===== src/rtl/filter_mux_sched.sv =====
// Time-multiplexed 4-tap moving-average engine shared by N_CH sample sources.
// Round-robin grant in IDLE, per-channel window update and mean output in CALC.
module filter_mux_sched #(
    parameter int N_CH      = 4,
    parameter int W         = 10,
    parameter int TAPS_LOG2 = 2
) (
    input  logic              clk_i,
    input  logic              rst_ni,
    input  logic [N_CH-1:0]   req_i,
    input  logic [N_CH*W-1:0] sample_i,
    input  logic              flush_i,
    output logic [N_CH-1:0]   ack_o,
    output logic [W-1:0]      data_o,
    output logic [1:0]        chan_o,
    output logic              valid_o,
    output logic              primed_o
);

    localparam int TAPS  = 1 << TAPS_LOG2;
    localparam int SW    = W + TAPS_LOG2;
    localparam int CW    = 2;
    localparam int CNT_W = TAPS_LOG2 + 1;

    localparam logic [CNT_W-1:0] CNT_FULL  = CNT_W'(TAPS);
    localparam logic [CNT_W-1:0] CNT_PRIME = CNT_W'(TAPS - 1);
    localparam logic [CW-1:0]    LAST_CH   = CW'(N_CH - 1);

    typedef enum logic {
        IDLE,
        CALC
    } state_t;

    state_t state_q, state_d;

    logic [CW-1:0]        last_g;
    logic [CW-1:0]        g_q;
    logic [W-1:0]         smp_q;
    logic [W-1:0]         hist [N_CH][TAPS];
    logic [SW-1:0]        sum  [N_CH];
    logic [TAPS_LOG2-1:0] wp   [N_CH];
    logic [CNT_W-1:0]     cnt  [N_CH];

    logic                 grant_hit;
    logic [CW-1:0]        grant_idx;
    logic [W-1:0]         oldest;
    logic [SW-1:0]        new_sum;
    logic [CNT_W-1:0]     new_cnt;

    // Rotating priority search starting just after the last granted channel.
    // NOTE: every always_comb output gets a default first; a path that leaves one unassigned infers a latch.
    always_comb begin
        grant_hit = 1'b0;
        grant_idx = last_g;
        for (int i = 1; i <= N_CH; i++) begin
            logic [CW-1:0] cand;
            cand = CW'((int'(last_g) + i) % N_CH);
            if (!grant_hit && req_i[cand]) begin
                grant_hit = 1'b1;
                grant_idx = cand;
            end
        end
    end

    // Oldest tap is always a term of the running sum, so the subtract is exact.
    always_comb begin
        oldest  = hist[g_q][wp[g_q]];
        new_sum = sum[g_q] - SW'(oldest) + SW'(smp_q);
        new_cnt = (cnt[g_q] == CNT_FULL) ? cnt[g_q] : cnt[g_q] + CNT_W'(1);
    end

    always_comb begin
        state_d = state_q;
        if (flush_i) begin
            state_d = IDLE;
        end else begin
            case (state_q)
                IDLE:    if (grant_hit) state_d = CALC;
                CALC:    state_d = IDLE;
                default: state_d = IDLE;
            endcase
        end
    end

    // NOTE: sequential state uses non-blocking assignments so every flop samples pre-edge values.
    always_ff @(posedge clk_i or negedge rst_ni) begin
        if (!rst_ni) state_q <= IDLE;
        else         state_q <= state_d;
    end

    // NOTE: histories are reset explicitly because an unprimed window must read as zeros.
    always_ff @(posedge clk_i or negedge rst_ni) begin
        if (!rst_ni) begin
            last_g   <= LAST_CH;
            g_q      <= '0;
            smp_q    <= '0;
            ack_o    <= '0;
            valid_o  <= 1'b0;
            data_o   <= '0;
            chan_o   <= '0;
            primed_o <= 1'b0;
            for (int k = 0; k < N_CH; k++) begin
                sum[k] <= '0;
                wp[k]  <= '0;
                cnt[k] <= '0;
                for (int t = 0; t < TAPS; t++) hist[k][t] <= '0;
            end
        end else if (flush_i) begin
            ack_o   <= '0;
            valid_o <= 1'b0;
            for (int k = 0; k < N_CH; k++) begin
                sum[k] <= '0;
                wp[k]  <= '0;
                cnt[k] <= '0;
                for (int t = 0; t < TAPS; t++) hist[k][t] <= '0;
            end
        end else begin
            ack_o   <= '0;
            valid_o <= 1'b0;
            case (state_q)
                IDLE: begin
                    if (grant_hit) begin
                        g_q    <= grant_idx;
                        smp_q  <= sample_i[int'(grant_idx)*W +: W];
                        ack_o  <= N_CH'(1) << grant_idx;
                        last_g <= grant_idx;
                    end
                end
                CALC: begin
                    sum[g_q]          <= new_sum;
                    hist[g_q][wp[g_q]] <= smp_q;
                    wp[g_q]           <= wp[g_q] + TAPS_LOG2'(1);
                    cnt[g_q]          <= new_cnt;
                    data_o            <= new_sum[SW-1:TAPS_LOG2];
                    chan_o            <= g_q;
                    primed_o          <= (cnt[g_q] >= CNT_PRIME);
                    valid_o           <= 1'b1;
                end
                default: ;
            endcase
        end
    end

endmodule


===== config.mk =====
export PLATFORM = sky130hd
export DESIGN_NAME = filter_mux_sched
export DESIGN_NICKNAME = d
export VERILOG_FILES = /design/src/rtl/filter_mux_sched.sv
export SDC_FILE = /design/constraint.sdc
export NUM_CORES = 1
export LEC_CHECK = 0
export BUFFER_PORTS_ARGS = -buffer_cell sky130_fd_sc_hd__clkbuf_2
export CAP_MARGIN = 0
export CELL_PAD_IN_SITES_DETAIL_PLACEMENT = 0
export CELL_PAD_IN_SITES_GLOBAL_PLACEMENT = 2
export CORE_MARGIN = 5
export CORE_UTILIZATION = 46
export CTS_BUF_LIST = sky130_fd_sc_hd__clkbuf_8
export CTS_CLUSTER_DIAMETER = 80
export CTS_CLUSTER_SIZE = 14
export DETAILED_ROUTE_END_ITERATION = 6
export GPL_ROUTABILITY_DRIVEN = 0
export GPL_TIMING_DRIVEN = 0
export PLACE_DENSITY_LB_ADDON = 0.1
export SYNTH_ARGS = -nofsm -noshare
export SYNTH_HDL_FRONTEND = slang
export SYNTH_SLANG_ARGS = --single-unit

===== constraint.sdc =====
create_clock -name clk_i -period 10.2 [get_ports clk_i]
set_input_delay 0.51 -clock clk_i [delete_from_list [all_inputs] [get_ports clk_i]]
set_output_delay 0.51 -clock clk_i [all_outputs]
set_load 0.02 [all_outputs]

Word-level counts from Yosys, hierarchy flattened
Index checks and enable logic that the tools add are counted.

$lt $le $gt $ge: 9. Multiply operators: 1. Eq/ne operators: 1. Reduce and logical (&&, ||, !) cells: 11. Add/subtract/negate cells: 8. Muxes and demuxes: 62. Bitwise logic cells: 4. Shift-type cells: 2.

Operator list (number): $mux W160 (2); $bwmux W160 (1); $mux W40 (3); $mux W48 (2); $bmux W40 S2 (1); $demux W40 S2 (1); $mux W12 (5); $bwmux W48 (1); $shiftx A40 B7 Y10 (1); $mux W10 (3); $bmux W12 S2 (1); $demux W12 S2 (1); $bmux W10 S2 (1); $demux W10 S2 (1); $mux W8 (2); $mux W2 (7); $add A12 B10 Y12 (1); $bwmux W12 (1); $lt A2 B3 Y1 const B (4); $mux W1 (12); $mux W3 (4); $mux W4 (3); $sub A12 B10 Y12 (1); $bmux W1 S2 (4); other kinds (22) (35).

Word-level logic and storage cells: 135. Register bits: 261. Output and inout port bits: 18. Bits of input ports: 47.

Logic depth before layout (Yosys ltp)
Gate-level depths: netlist of the first run.

Word-level depth: 17. Depth in mapped cells: 17.

Least setup slack after synthesis of the first run
No wires, ideal clock.

Path type: reg-to-reg. Start point: register g_q[0]. End point: register data_o[9]. Arrival time: 3962 ps. Slack: 6114 ps. Clock period less this slack: 4086 ps. Cell stages (with the launch flop): 17. Path through: dfrtp_1 buf_2 buf_6 buf_2 mux4_2 mux2_2 nand2_1 o21ai_1 fa_1 inv_1 ha_1 a211o_1 a21oi_1 o21ai_1 a211o_1 xnor2_2 mux2_2.

Longest elaborated chain between the ends: 10.

RTL lines: start, declared (line 37) `logic [CW-1:0] g_q;`; start signal, assigned (line 123) `g_q <= grant_idx;`; $not A2 Y3 (not written as such) (*) (line 67, 68); $bmux W2 S2 (line 67) `oldest = hist[g_q][wp[g_q]];`; $mux W2 (not written as such) (2 in series) (line 67); $not A2 Y3 (not written as such) (line 67); $bmux W10 S2 (line 67); $mux W10 (not written as such) (2 in series) (line 67); $sub A12 B10 Y12 (*) (line 68) `new_sum = sum[g_q] - SW'(oldest) + SW'(smp_q);`; $add A12 B10 Y12 (*) (line 68); end signal, assigned (line 134) `data_o <= new_sum[SW-1:TAPS_LOG2];`; end, declared (line 14) `output logic [W-1:0] data_o,`.

Every way passes the cells marked *; elsewhere a longest branch is shown, timed or not. The select of a mux whose other input is x is not followed. A chain may end at the register's enable or synchronous reset.

Worst setup path after layout of the first run
Start point: register g_q[1]. End point: register sum[46] (netlist bit).

Longest elaborated chain between the ends: 13.

RTL lines: $not A2 Y3 (not written as such) (*) (line 67, 68, 130); $bmux W2 S2 (line 67); $mux W2 (not written as such) (2 in series) (line 67); $not A2 Y3 (not written as such) (line 67); $bmux W10 S2 (line 67); $mux W10 (not written as such) (2 in series) (line 67); $sub A12 B10 Y12 (line 68); $add A12 B10 Y12 (line 68); $bwmux W48 (*) (line 130) `sum[g_q] <= new_sum;`; $mux W48 (*) (line 120) `case (state_q)`; $mux W48 (*) (line 108) `end else if (flush_i) begin`; end signal, assigned by index (line 130); end, declared (line 40) `logic [SW-1:0] sum [N_CH];`.

Marked as above.

==> flow_summary.yaml, run 1 <==
hold_path:
  hold_start: "sample_i[38]"
  whs_path_depth: 3
  min_path_type: "in -> reg"
  hold_path_end: "smp_q[8]"
grt:
  grt_pass1_vias: 9514
  grt_use_total: 0.257
  overflow: 0
  antenna_found_initial: 0
  grt_max_degree: 95
  grt_pass1_wl_mm: 60.0
synthesis:
  ys.flop_type: "dfrtp_1"
  synth.most_common_cell: "nand2_1"
  netlist_instances: 1172
  ys_types: 52
  synth_common_cells: "nand2_1 (293), dfrtp_1 (259), o21ai_0 (133), a21oi_1 (64), mux4_2 (57)"
  synth_area_mm2: 0.0125
  synth-edff-count: 0
  synth.largest_area_cell: "dfrtp_1"
  async_flop_share: 1.00
  synth_nets: 1248
  synth_seq_area_share: 0.521
  synth-seq-cells: 261
  synth.avg_cell_area_um2: 10.7
  synth.area.top_cells: "dfrtp_1 (52%), mux4_2 (10%), nand2_1 (8.8%), o21ai_0 (5.3%), a22o_1 (3.2%)"
  synth_top_area_share: 0.517
  ys_warn_count: 0
cts:
  cts_buffers: 22
  cts_tree: "done"
  clock-sinks: 261
  clkLatencyLatePin_ns: 0.57
  clk_path_buf_depth: 3
  clkTransAtPathRegs_ns: 0.10
  cts-root-buf: "clkbuf_8"
  cts_htree_levels: 1
  post_cts.repair.setup_buffers: 0
power_and_ir_drop:
  pwr-share-comb: 0.416
  power_density_mw_per_mm2: 227
  power_leakage_nw: 6.08
  switchingPower_mw: 1.30
  power.share.switching: 0.419
  power_frac_clock: 0.186
  power.internal_mw: 1.81
  ir_drop_v: 0.000119
  pwr-share-seq: 0.398
  fin_total_pwr_mw: 3.11
routing:
  drc: 0
  drt_pass1_iterations: 5
  drt_wl_total_mm: 39.1
  ant_nets: 0
  vias_per_cell: 5.87
  drtIter0Drc: 871
  vias: 9413
  wire_per_inst_um: 24.4
sta:
  setup_viol: 0
  min_period_ns: 5.40
  rsz0062_at_grt: "no"
  fin_crit_sh: 0.530
  max_freq_mhz: 185
  slew_headroom: 0.143
  hold_violations: 0
  final_max_slew_viol_count: 0
  worstMarginPinSlew_ns: 1.28
  fin_worst_skew_ns: 0.0234
  setup-tns-final_ns: 0
status:
  status: "finished clean"
finish:
  seq_area_mm2: 0.00653
  drive_above_1_share: 0.162
  nFillCells: 2500
  areaGrowthSynthToFinish_pct: 9.25
  multi_input_area_mm2: 0.00549
  design_area_mm2: 0.0137
  num-nets-final: 1338
  antennaDiodeCount: 0
placed_design:
  portBuffers: 63
  place_hpwl_mm: 26.7
  place_area_mm2: 0.0134
floorplan:
  die_y_um: 175
  start_util: 0.467
  placementRows: 60
  core_area_mm2: 0.0269
  die_w_um: 175
  io_pins: 65
  die_area_mm2: 0.0307
worst_setup_path:
  r2r-start: "g_q[1]"
  r2r_cells: 16
  criticalPathCategory: "reg -> reg"
  cp-end-kind: "register"
  cp_data_arrival_time_ns: 5.82
  required_ns: 10.62
  reg2reg_slack_ns: 4.80
  start_kind: "register"
  cp_max_fo: 10
  r2r-end: "sum[46]"
flow_run:
  maxCapViolCount: 0
-- sequential cells by signal, summed over array words and instances (netlist names) --
| name | flops |
|---|---|
| hist | 160 |
| ack_o | 4 |
| smp_q | 10 |
| valid_o | 1 |
| cnt | 12 |
| last_g | 2 |
| chan_o | 2 |
| wp | 8 |
| state_q | 1 |
| sum | 48 |
| g_q | 2 |
| data_o | 10 |
| primed_o | 1 |
-- per-stage QoR --
stage	utilization	instances	hold WS (ns)	setup WS, ns
after detailed placement	0.497	1578	0.464	4.83
final	0.510	1604	0.191	4.80
after floorplan	-	1172	0.214	6.11
after CTS	0.510	1604	0.161	4.81
after global routing	0.510	1604	0.186	4.56
after global placement	0.494	1576	0.456	2.95
-- placed cells by master, fill, tap and decap left out, types with 3 or more instances in the layout --
cell	synthesis	layout
ha_1	19	19
a21o_1	5	5
clkbuf_2	0	62
a22oi_1	4	4
xnor2_1	4	4
fa_1	10	10
o21ai_1	15	15
a211oi_1	3	3
a2bb2oi_1	4	4
o221ai_1	4	4
nand2_1	293	293
mux4_2	57	57
nor2b_1	3	3
mux2i_1	20	20
a311oi_1	3	3
nand3_1	3	3
inv_1	42	43
and3_1	4	4
clkbuf_8	0	23
dfrtp_1	259	259
and2_1	9	9
a211o_1	3	3
nor3_1	5	5
buf_2	20	20
clkbuf_1	47	47
o21ai_0	133	133
a31oi_1	11	11
a22o_1	46	46
nor2_1	21	21
mux2_2	19	19
buf_4	7	7
xor2_1	4	4
a21oi_1	64	64
-- final cells by class --
| class | instances | share of cell area |
|---|---|---|
| sequential | 261 | 0.477 |
| inverter | 45 | 0.0123 |
| tap | 341 | 0.0311 |
| clock buffer | 22 | 0.0221 |
| buffer | 76 | 0.0256 |
| clock inverter | 3 | 0.00310 |
| multi-input combinational | 790 | 0.401 |
| timing repair buffer | 66 | 0.0284 |
-- metal layers --
metal  GRT usage  vias up  routed length, um
met4      0.0648        0               1130
met5           0        -                  0
met3      0.0461       58               2630
met1       0.395     4788              18500
li1            -     4269                  -
met2       0.380      298              16800
-- worst max-delay path, stage by stage (launching register included) --
cell and delay [ns]:
dfrtp_1 0.54, buf_2 0.39, clkbuf_1 0.61, mux4_2 0.46, mux2_2 0.31, nand2_1 0.07
o21ai_1 0.11, ha_1 0.31, inv_1 0.04, ha_1 0.22, fa_1 0.47, a21o_1 0.20
a21boi_0 0.43, o31ai_1 0.12, a21oi_1 0.19, xor2_1 0.55, o21ai_0 0.21
-- cell families (layout without fill, tap and decap cells) --
| logic type | count (synthesis) | count (layout) | share of synthesized area |
|---|---|---|---|
| and+or+nand+nor | 345 | 345 | 0.110 |
| buffers and inverters | 121 | 212 | 0.0415 |
| AOI/OAI and AO/OA | 310 | 310 | 0.150 |
| adders and majority gates | 29 | 29 | 0.0349 |
| xor gates and xnor gates | 9 | 9 | 0.00688 |
| DFF | 261 | 261 | 0.521 |
| muxes | 97 | 97 | 0.137 |
-- power groups by stage --
stage | registers [mW] | logic [mW] | clock network (mW)
after floorplan | 1.24 | 0.838 | 0
after global placement | 1.25 | 1.28 | 0
after CTS | 1.24 | 1.29 | 0.591
after detailed placement | 1.26 | 1.29 | 0
final | 1.24 | 1.29 | 0.577
after global routing | 1.25 | 1.41 | 0.628
-- repair_timing --
| item | 4_1_cts | 5_1_grt |
|---|---|---|
| hold endpoints to repair | 6 | 0 |
| gates resized for setup | 0 | 0 |
| endpoints found under the setup margin | 0 | 0 |
| hold buffers | 1 | 0 |
-- worst max-delay path by stage --
stage | startpoint | end | slack (ns)
2_1_floorplan | g_q[0] | data_o[9] | 6.11
3_3_place_gp | rst_ni | hist[140] | 2.95
3_5_place_dp | g_q[1] | sum[46] | 4.83
4_1_cts | g_q[1] | sum[46] | 4.81
5_1_grt | g_q[1] | sum[46] | 4.56
6_report | g_q[1] | sum[46] | 4.80
(Power assumes the default switching activity.)
==> inputs of run 2 (changes only) <==
CORE_UTILIZATION = 38   (was 46)
clock period = 4.55 ns   (was 10.2 ns; I/O delays follow)
==> run 2 against run 1 <==
Compared with the run above:
- via count fell by 0.88%
- sequential cell count did not move
- cell count rose by 7.6%
- clock-buffer cell count rose by 2
- non-clock buffer count rose by 21
- worst hold slack got worse by 0.16 ns
- critical endpoint is now data_o[9]
- highest routed layer unchanged
==> flow_summary.yaml, run 2 (synthesis gave the netlist of run 1 again) <==
status:
  status: "finished clean"
worst_setup_path:
  r2r_cells: 16
  cp_max_fo: 10
  r2r-end: "data_o[9]"
  critical_path.endpoint: "data_o[9]"
  r2r-start: "g_q[0]"
  start_kind: "register"
  crit_chain: "buf_6 > buf_12 > buf_12 > mux4_2 > mux2_2 > nand2_1 > o21ai_1 > fa_1 > inv_1 > ha_1 > o21a_1 > a21oi_2 > o21ai_1 > a211o_1 > xnor2_2 > mux2_2"
  crit_family: "multiplexers"
  cp_data_arrival_time_ns: 4.78
  slowest_delay_ns: 0.56
  cp_slowest_cell: "mux4_2"
  cp-end-kind: "register"
  worst-path-stages: 16
  reg2reg_slack_ns: 0.23
  criticalPathCategory: "reg -> reg"
  required_ns: 5.01
  critPathBufInv: 4
  crit_path_start: "g_q[0]"
routing:
  ant_nets: 0
  drt_pass1_iterations: 4
  vias_per_cell: 5.41
  drtIter0Drc: 621
  wire_per_inst_um: 23.7
  drc: 0
  drt_wl_total_mm: 40.8
  vias: 9330
grt:
  grt_max_degree: 99
  grt_use_total: 0.230
  grt_pass1_wl_mm: 63.3
  grt_pass1_vias: 9735
  antenna_found_initial: 0
  overflow: 0
flow_run:
  maxCapViolCount: 0
floorplan:
  die_w_um: 192
  die_y_um: 192
  die_area_mm2: 0.0368
  core_area_mm2: 0.0325
  start_util: 0.386
  io_pins: 65
  placementRows: 66
finish:
  largest_register: "hist"
  most-common-layout-cells: "nand2_1 (293), dfrtp_1 (258), o21ai_0 (131)"
  largestRegisters: "hist x160, sum x48, cnt x12"
  antennaDiodeCount: 0
  final_common_cell: "nand2_1"
  largest_reg_flops: 160
  num-nets-final: 1359
  drive_above_1_share: 0.174
  instances_no_fill: 1726
  areaGrowthSynthToFinish_pct: 12.9
placed_design:
  place_hpwl_mm: 27.7
  place_inst: 1679
  portBuffers: 63
cts:
  cts-root-buf: "clkbuf_8"
  clkLatencyLatePin_ns: 0.57
  clock-sinks: 261
  clk_path_buf_depth: 3
  cts_buffers: 22
  cts_htree_levels: 1
  clkTransAtPathRegs_ns: 0.10
  cts_tree: "done"
sta:
  hold_violations: 0
  final_max_slew_viol_count: 0
  setup_viol: 0
  max_freq_mhz: 232
  min_period_ns: 4.32
  worstMarginPinSlew_ns: 1.34
  fin_crit_sh: 0.949
  rsz0062_at_grt: "no"
  setup-tns-final_ns: 0
  slew_headroom: 0.101
  fin_worst_skew_ns: 0.0300
power_and_ir_drop:
  ir_drop_v: 0.000226
  power_leakage_nw: 6.22
  power_density_mw_per_mm2: 502
hold_path:
  min_path_type: "in -> reg"
[run 2: worst min-delay path by stage]
stage,depth (start not counted),startpoint,end
floorplan,0,rst_ni,ack_o[0]
global placement,2,hist[115],hist[115]
detailed placement,1,rst_ni,valid_o
CTS,3,sample_i[26],smp_q[6]
global route,3,sample_i[21],smp_q[1]
finish,4,sample_i[19],smp_q[9]
[run 2: cell type report]
class	instances	area, um2
tap	442	553
timing repair buffer	87	594
clock buffer	24	330
fill	3269	18400
multi-input combinational	790	5550
buffer	76	428
inverter	45	169
sequential	261	6540
clock inverter	1	5.00
[run 2: metrics by stage]
stage | worst slack (ns) | total power, mW | area (um2) | hold WS [ns] | utilization
2_1_floorplan | 0.464 | 4.66 | 12500 | -0.0681 | -
3_3_place_gp | -2.58 | 5.66 | 13400 | 0.455 | 0.412
3_5_place_dp | -0.613 | 5.67 | 13500 | 0.352 | 0.414
4_1_cts | 0.0199 | 7.10 | 14100 | 0.000228 | 0.433
5_1_grt | 0.0222 | 7.58 | 14200 | 0.0199 | 0.435
6_report | 0.231 | 7.12 | 14200 | 0.0315 | 0.435
[run 2: repair_timing]
| item | in CTS | in global routing |
|---|---|---|
| gates cloned | 0 | 0 |
| buffers inserted | 0 | 2 |
| resized for setup | 23 | 18 |
| endpoints found under the hold margin | 99 | 0 |
| setup endpoints to repair | 40 | 33 |
| hold buffers | 20 | 0 |
| pin swaps | 0 | 2 |
[run 2: worst min-delay path, stage by stage]
cell      delay, ns
clkbuf_2       0.08
mux2_2         0.14
nand2_1        0.05
o221ai_1       0.06
[run 2: layer usage]
metal / routed length [um] / GRT usage
met5: 0 / 0
met4: 664 / 0.0365
met3: 1790 / 0.0304
met2: 19600 / 0.384
met1: 18800 / 0.328
[run 2: report_power, final]
| part | total (mW) | internal, mW | switching, mW | leakage, nW |
|---|---|---|---|---|
| Sequential | 2.77 | 2.56 | 0.215 | 3.58 |
| Clock | 1.27 | 0.472 | 0.802 | 0.176 |
| Combinational | 3.07 | 1.15 | 1.92 | 2.46 |
==> inputs of run 3 (changes only) <==
BUFFER_PORTS_ARGS = -buffer_cell sky130_fd_sc_hd__buf_4   (was -buffer_cell sky130_fd_sc_hd__clkbuf_2)
==> run 3 against run 2 <==
Compared with the run above:
- fmax down 2.2%
- clock power up 9%
- worst hold slack got worse by 0.00095 ns
- highest routed layer unchanged
- global-route usage is 0.29 points lower
- sequential power about the same
==> flow_summary.yaml, run 3 (synthesis gave the netlist of run 1 again) <==
worst_setup_path:
  start_kind: "register"
  r2r-end: "sum[22]"
  crit_path_start: "g_q[0]"
  required_ns: 5.00
  cp_data_arrival_time_ns: 4.87
  reg2reg_slack_ns: 0.13
  r2r-start: "g_q[0]"
  critical_path.endpoint: "sum[22]"
  criticalPathCategory: "reg -> reg"
  r2r_cells: 16
  cp-end-kind: "register"
  cp_max_fo: 11
cts:
  cts_htree_levels: 1
  clkLatencyLatePin_ns: 0.59
  clkTransAtPathRegs_ns: 0.09
  clock-sinks: 261
  cts_buffers: 24
  cts_tree: "done"
  cts-root-buf: "clkbuf_8"
  clk_path_buf_depth: 3
routing:
  drc: 0
  vias: 9309
  drtIter0Drc: 629
  wire_per_inst_um: 23.7
  ant_nets: 0
  drt_wl_total_mm: 41.2
  vias_per_cell: 5.36
  drt_pass1_iterations: 7
grt:
  grt_max_degree: 113
  overflow: 0
  grt_pass1_vias: 9494
  grt_pass1_wl_mm: 62.2
  antenna_found_initial: 0
  grt_use_total: 0.227
floorplan:
  io_pins: 65
  die_y_um: 192
  placementRows: 66
  die_area_mm2: 0.0368
  die_w_um: 192
  start_util: 0.386
  core_area_mm2: 0.0325
placed_design:
  place_inst: 1679
  place_hpwl_mm: 27.6
  portBuffers: 63
sta:
  final_max_slew_viol_count: 0
  setup_viol: 0
  hold_violations: 0
  fin_crit_sh: 0.971
  rsz0062_at_grt: "no"
  min_period_ns: 4.42
  fin_worst_skew_ns: 0.0360
  slew_headroom: 0.0286
  max_freq_mhz: 226
  worstMarginPinSlew_ns: 1.45
  holdWs_ns: 0.0305
power_and_ir_drop:
  ir_drop_v: 0.000232
  power_density_mw_per_mm2: 504
  power_leakage_nw: 6.31
finish:
  largestRegisters: "hist x160, sum x48, cnt x12"
  seq_area_mm2: 0.00654
  largest_register: "hist"
  num-nets-final: 1360
  multi_input_area_mm2: 0.00553
  drive_above_1_share: 0.172
  nFillCells: 3264
  areaGrowthSynthToFinish_pct: 14.5
  most-common-layout-cells: "nand2_1 (293), dfrtp_1 (258), o21ai_0 (131)"
  final_common_cell: "nand2_1"
  instances_no_fill: 1738
  largest_reg_flops: 160
status:
  status: "finished clean"
flow_run:
  maxCapViolCount: 0
hold_path:
  min_path_type: "in -> reg"
## run 3: cell count changes in the layout (fill, tap and decap cells not counted), sizes merged
cell | before | now
clkinv | 2 | 4
diode | 0 | 1
buf | 32 | 96
inv | 44 | 53
clkbuf | 135 | 71
## run 3: metrics by stage
stage                     instance area (um2)  worst slack, ns  setup TNS [ns]  total power [mW]   util
final                                   14400            0.134               0              7.24  0.441
after floorplan                         12500            0.464               0              4.66      -
after detailed placement                13600           -0.585          -12.37              5.73  0.419
after global routing                    14400         0.000647               0              7.66  0.441
after global placement                  13600           -0.563          -12.09              5.72  0.417
after CTS                               14300           0.0180               0              7.27  0.440
## run 3: worst min path at each step
stage / endpoint / from / depth (start not counted) / slack, ns
floorplan: ack_o[0] / rst_ni / 0 / -0.07
global placement: hist[115] / hist[115] / 2 / 0.46
detailed placement: primed_o / rst_ni / 1 / 0.24
CTS: smp_q[1] / sample_i[31] / 4 / 0.001
global route: smp_q[4] / sample_i[34] / 3 / 0.03
finish: smp_q[1] / sample_i[31] / 4 / 0.03
## run 3: area by class of cell
type / instances / share of cell area
Sequential cell: 261 / 0.455
Multi-Input combinational cell: 790 / 0.385
Timing Repair Buffer: 86 / 0.0518
Tap cell: 442 / 0.0385
Buffer: 76 / 0.0295
Clock buffer: 25 / 0.0240
Inverter: 45 / 0.0118
Clock inverter: 12 / 0.00444
Antenna cell: 1 / 0.000174
## run 3: routing by layer
metal	share of wire	global-route usage	wire length, um
met3	0.047	0.0300	1920
met1	0.47	0.335	19300
met4	0.017	0.0398	703
met2	0.47	0.365	19200
met5	0	0	0
## run 3: critical path, stage by stage (launching register included)
cell and delay (ns):
dfrtp_1 0.36, buf_6 0.16, mux4_2 0.58, buf_4 0.23
buf_4 0.22, mux2i_1 0.23, o21ai_1 0.16, ha_1 0.33
inv_1 0.04, ha_1 0.22, fa_1 0.48, a21o_1 0.23
a21boi_2 0.23, o31ai_1 0.12, a21oi_1 0.25, xor2_2 0.30
o21ai_0 0.14
## run 3: power breakdown
part,total (mW),internal (mW),switching (mW)
combinational,3.09,1.15,1.94
sequential,2.77,2.56,0.216
clock,1.38,0.517,0.862
total,7.24,4.23,3.01
## run 3: timing repair
item | CTS | global route
pin swaps | 0 | 3
hold buffers | 20 | 0
setup endpoints to repair | 39 | 25
buffers inserted | 0 | 1
gates resized for setup | 23 | 11
endpoints found under the hold margin | 80 | 0
